===== src/rtl/dmem_arbiter.sv =====
// dmem_arbiter: shares one data-memory port between committed stores (ROB head)
// and speculative loads (memory execution unit).
//   - At most one dmem transaction in flight; a new request can be accepted
//     in IDLE or in the same cycle the outstanding one completes.
//   - Stores win arbitration, but after STARVE_MAX consecutive store grants
//     with a load waiting, the load is granted.
//   - flush turns an outstanding load into a dropped load (its data is
//     discarded) and blocks new loads; committed stores are never dropped.
// Ports:
//   clk, rst (async, active-high), flush
//   st_req/st_addr/st_wmask/st_wdata -> st_ack, st_done
//   ld_req/ld_addr/ld_rmask/ld_tag   -> ld_ack, ld_resp_valid/rdata/tag
//   dmem_addr/rmask/wmask/wdata (registered) <- dmem_rdata, dmem_resp
//   busy: a transaction is outstanding
module dmem_arbiter #(
  parameter int ROB_IDX_W  = 5,
  parameter int STARVE_MAX = 4
) (
  input  logic                 clk,
  input  logic                 rst,
  input  logic                 flush,
  input  logic                 st_req,
  input  logic [31:0]          st_addr,
  input  logic [3:0]           st_wmask,
  input  logic [31:0]          st_wdata,
  output logic                 st_ack,
  output logic                 st_done,
  input  logic                 ld_req,
  input  logic [31:0]          ld_addr,
  input  logic [3:0]           ld_rmask,
  input  logic [ROB_IDX_W-1:0] ld_tag,
  output logic                 ld_ack,
  output logic                 ld_resp_valid,
  output logic [31:0]          ld_resp_rdata,
  output logic [ROB_IDX_W-1:0] ld_resp_tag,
  output logic [31:0]          dmem_addr,
  output logic [3:0]           dmem_rmask,
  output logic [3:0]           dmem_wmask,
  output logic [31:0]          dmem_wdata,
  input  logic [31:0]          dmem_rdata,
  input  logic                 dmem_resp,
  output logic                 busy
);

  localparam int SW = $clog2(STARVE_MAX + 1);
  localparam logic [SW-1:0] L_STREAK_MAX = SW'(STARVE_MAX);

  typedef enum logic [1:0] {
    IDLE    = 2'd0,
    ST_WAIT = 2'd1,
    LD_WAIT = 2'd2,
    LD_DROP = 2'd3
  } state_t;

  state_t                 r_state;
  logic [SW-1:0]          r_streak;
  logic [ROB_IDX_W-1:0]   r_tag_q;
  logic [31:0]            r_addr;
  logic [3:0]             r_rmask;
  logic [3:0]             r_wmask;
  logic [31:0]            r_wdata;

  logic w_resp;
  logic w_accept;
  logic w_ld_elig;
  logic w_ld_starved;
  logic w_st_grant;
  logic w_ld_grant;

  // A dmem_resp while IDLE is a stale pulse and must not complete anything.
  assign w_resp       = dmem_resp && (r_state != IDLE);
  // Accepting on the completion cycle gives back-to-back transactions.
  // Gated by rst so no ack is reported while reset is asserted.
  assign w_accept     = !rst && ((r_state == IDLE) || dmem_resp);
  assign w_ld_elig    = ld_req && !flush;
  assign w_ld_starved = w_ld_elig && (r_streak == L_STREAK_MAX);
  assign w_st_grant   = w_accept && st_req && !w_ld_starved;
  assign w_ld_grant   = w_accept && w_ld_elig && !w_st_grant;

  assign st_ack        = w_st_grant;
  assign ld_ack        = w_ld_grant;
  assign st_done       = w_resp && (r_state == ST_WAIT);
  // A flush arriving together with the response still kills the load data.
  assign ld_resp_valid = w_resp && (r_state == LD_WAIT) && !flush;
  assign ld_resp_rdata = dmem_rdata;
  assign ld_resp_tag   = r_tag_q;

  assign dmem_addr  = r_addr;
  assign dmem_rmask = r_rmask;
  assign dmem_wmask = r_wmask;
  assign dmem_wdata = r_wdata;
  assign busy       = (r_state != IDLE);

  // Transaction FSM and registered dmem request outputs.
  always_ff @(posedge clk or posedge rst) begin
    if (rst) begin
      r_state <= IDLE;
      r_tag_q <= '0;
      r_addr  <= 32'h0000_0000;
      r_rmask <= 4'h0;
      r_wmask <= 4'h0;
      r_wdata <= 32'h0000_0000;
    end else if (w_st_grant) begin
      r_state <= ST_WAIT;
      r_addr  <= st_addr;
      r_rmask <= 4'h0;
      r_wmask <= st_wmask;
      r_wdata <= st_wdata;
    end else if (w_ld_grant) begin
      r_state <= LD_WAIT;
      r_addr  <= ld_addr;
      r_rmask <= ld_rmask;
      r_wmask <= 4'h0;
      r_wdata <= 32'h0000_0000;
      r_tag_q <= ld_tag;
    end else if (w_resp) begin
      // Completion without a follow-on grant; addr/wdata intentionally held.
      r_state <= IDLE;
      r_rmask <= 4'h0;
      r_wmask <= 4'h0;
    end else if ((r_state == LD_WAIT) && flush) begin
      r_state <= LD_DROP;
    end else begin
      r_state <= r_state;
    end
  end

  // Consecutive store grants while a load is waiting (starvation bound).
  always_ff @(posedge clk or posedge rst) begin
    if (rst) begin
      r_streak <= '0;
    end else if (!ld_req || w_ld_grant) begin
      r_streak <= '0;
    end else if (w_st_grant && !flush && (r_streak != L_STREAK_MAX)) begin
      r_streak <= r_streak + SW'(1);
    end else begin
      r_streak <= r_streak;
    end
  end

endmodule

===== config.mk =====
export PLATFORM = sky130hd
export DESIGN_NAME = dmem_arbiter
export DESIGN_NICKNAME = d
export VERILOG_FILES = /design/src/rtl/dmem_arbiter.sv
export SDC_FILE = /design/constraint.sdc
export NUM_CORES = 1
export LEC_CHECK = 0
export ABC_CLOCK_PERIOD_IN_PS = 3000
export BUFFER_PORTS_ARGS = -buffer_cell sky130_fd_sc_hd__buf_4
export CORE_AREA = 2 2 101 103
export DETAILED_ROUTE_END_ITERATION = 6
export DIE_AREA = 0 0 103 105
export PLACE_DENSITY_LB_ADDON = 0.12
export SLEW_MARGIN = 40
export SYNTH_ARGS = -nofsm -noshare
export SYNTH_HDL_FRONTEND = slang
export SYNTH_SLANG_ARGS = --single-unit
export TNS_END_PERCENT = 10

===== constraint.sdc =====
create_clock -name clk -period 3 [get_ports clk]
set_input_delay 0.3 -clock clk [delete_from_list [all_inputs] [get_ports clk]]
set_output_delay 0.3 -clock clk [all_outputs]
set_load 0.005 [all_outputs]

==> impl_metrics.csv <==
group,metric,value,unit
route,wl,9120,um
clock_tree,cts.sinks,82,
power,comb_power_share,24.4,%
placement,numPortBuffers,196,
clock_tree,cts_tree,"built",
sta,worst_slew_pin_slew,728,ps
global_route,grt_overflow,0,
layout,drive_above_1_share,48.1,%
power,clkPwrFrac,30.0,%
sta,drv_slew,0,
sta,fmax,413,MHz
route,drt-pass1-iter-count,4,
route,drt_iter0_drc,88,
layout,final_cell_mix,"199 x buf_4, 82 x dfrtp_1, 40 x a22o_1",
die,fp-row-count,36,
setup_path,setup.worst_path.class,"register to output pin",
synthesis,ys_warn_count,0,
die,core_area,9640,um2
route,drc,0,
setup_path,cp-start-kind,"register",
synthesis,syn_area,3700,um2
synthesis,synth_cell_types,34,
die,die_width,103,um
synthesis,yosysSeqAreaShare,55.5,%
clock_tree,cts_root_buffer,"clkbuf_8",
global_route,grt_pass1_vias,2761,
power,p_switching,814,uW
min_path,hp-class,"input port to async pin",
sta,fin_crit_sh,80.8,%
sta,worst_clock_skew,12.1,ps
sta,period_needed,2420,ps
clock_tree,numCtsBuffers,9,
clock_tree,hold_buffers,0,
clock_tree,clkTransAtPathRegs,90,ps
setup_path,cp-end-kind,"output pin",
power,intPower,2260,uW
run,max-cap-violations,0,
sta,slew_headroom,51.5,%
setup_path,crit_arrival,2120,ps
synthesis,synthCells,307,
setup_path,cp_num_buf_inv,2,
setup_path,worst-path-max-fanout,11,
synthesis,ys_top_cells_by_area,"dfrtp_1 55%, a22o_1 9.5%, mux2i_1 8.9%",
synthesis,synth_nets,456,
sta,finalSetupViolations,0,
layout,antennaDiodeCount,0,
layout,fin_nets,618,
clock_tree,clk_latency,350,ps
die,initial_core_util,38.4,%
route,num_vias,2907,
die,io_pins,261,
layout,final_common_cell,"buf_4",
sta,fin_ws,576,ps
sta,hold_viol_final,0,
setup_path,r2r_setup_slack,960,ps
layout,final_core_util,54.8,%
route,post_drt_wl_per_cell,15.0,um
synthesis,yosysTopAreaCellShare,55.5,%
route,avgViaCountPerCell,4.79,
setup_path,ff2ff_path_depth,5,
route,ant_nets,0,
setup_path,cp.required,2700,ps
setup_path,slowest_delay,760,ps
die,fp.dieH,105,um
power,pwr_density_cell,581,nW/um2
power,p_seq_share,45.6,%
die,design.die.area,10800,um2
setup_path,cpMaxStageDelayCell,"a2111oi_4",
synthesis,syn_area_per_cell,12.0,um2
setup_path,crit_family,"compound AO/OA/AOI/OAI gates",
outcome,status,"finished, final reports clean",
setup_path,timing.rr.end,"ld_resp_tag[3]",
setup_path,crit_chain,"inv_1 > ha_1 > nand2_1 > a2111oi_4 > buf_4",
placement,dpl_worst_slack,922,ps
global_route,antenna_found_initial,0,
global_route,grt_max_degree,92,
synthesis,ys_ff_latch,82,
layout,synthToLayoutAreaGrowth,43.0,%
global_route,grt_pass1_wl,13700,um
global_route,grtUsageTotal,16.1,%
clock_tree,clockBufferDepth,2,
power,swShare,26.5,%
sta,tns,0,ps
power,ir_worst_vdd,0.000278,V
setup_path,timing.rr.start,"r_streak[0]",
placement,hpwl,6740,um
clock_tree,htree_levels,3,
sta,rsz0062_at_grt,"no",
clock_tree,cts_setup_buffers,0,
synthesis,netlist.top_cell.by_area,"dfrtp_1",
clock_tree,cts_resized,0,
placement,routabilityCongestion,0.707,
power,power_leakage,0.00272,uW
-- Yosys cell counts --
cell type,n
a2111oi_4,1
o21ba_2,1
mux2_1,5
a32oi_1,1
nand2_1,33
clkbuf_1,5
nand2b_1,1
and2b_1,1
o21bai_1,1
buf_2,8
nor2b_1,1
or2_2,1
nor2_1,3
a21oi_1,2
xnor2_1,1
or3_1,1
buf_4,32
o21bai_2,1
o21ai_4,1
buf_6,5
dfrtp_1,82
o21ai_1,10
o21ai_0,23
inv_1,5
nor3b_1,1
ha_1,2
nor4b_1,1
mux2i_1,33
nand4_2,1
a21boi_2,1
nor3_2,1
a22o_1,40
o211ai_2,1
nand2b_4,1
-- worst register-to-register path: cells and delay by family, from the launching register on --
kind | cells | cell delay (ps)
AOI/OAI and AO/OA | 1 | 760
adders and majority gates | 1 | 160
buffers and inverters | 1 | 90
DFF | 1 | 390
muxes | 1 | 380
and+or+nand+nor | 1 | 150
-- layout make-up --
cell class,instances,area (um2)
clock buffer,10,138
clock inverter,6,96.3
fill,879,4350
inverter,5,22.5
multi-input combinational,170,1290
sequential,82,2050
tap,133,166
timing repair buffer,201,1530
-- layer usage --
metal | share of wire (%) | routed length [um] | global-route usage, %
met5 | 0 | 0 | 0
met1 | 41 | 3770 | 20.4
met4 | 2.1 | 193 | 6.95
met3 | 10 | 951 | 5.08
met2 | 46 | 4210 | 25.2
-- sequential cells by signal, indices dropped and copies added (netlist names) --
name,flops
dmem_wdata,32
dmem_wmask,4
ld_resp_tag,5
r_state,2
dmem_rmask,4
dmem_addr,32
r_streak,3
-- stage by stage --
step,cell area [um2],hold WS [ps],power (uW),instances
6_report,5290,26.4,3070,607
4_1_cts,5280,19.0,3120,607
5_1_grt,5290,39.6,3260,607
3_5_place_dp,5050,409,2190,591
3_3_place_gp,5050,407,2170,591
2_1_floorplan,3700,397,1730,307
-- power groups by stage --
stage	clock, uW	combinational [uW]	sequential (uW)
after floorplan	0	300	1430
after global placement	0	754	1420
after detailed placement	0	769	1420
after global routing	1010	824	1430
final	920	750	1400
after CTS	953	766	1400
-- logic make-up after synthesis --
group | count (synthesis) | synth area share, %
AOI/OAI and AO/OA | 83 | 17.1
xor gates and xnor gates | 1 | 0.237
adders and majority gates | 2 | 0.677
buffers and inverters | 55 | 10.1
DFF | 82 | 55.5
muxes | 38 | 10.5
and+or+nand+nor | 46 | 5.96
-- worst max path at each step --
| stage | startpoint | to | slack, ps | cells past startpoint |
|---|---|---|---|---|
| 6_report | r_streak[0] | ld_ack | 580 | 5 |
| 5_1_grt | r_streak[0] | ld_ack | 430 | 5 |
| 4_1_cts | r_streak[0] | ld_ack | 540 | 5 |
| 3_5_place_dp | r_streak[0] | ld_ack | 920 | 5 |
| 3_3_place_gp | r_streak[0] | ld_ack | 950 | 5 |
| 2_1_floorplan | rst | dmem_addr[17] | 530 | 5 |
No activity file was read; power rests on OpenSTA's default activity.
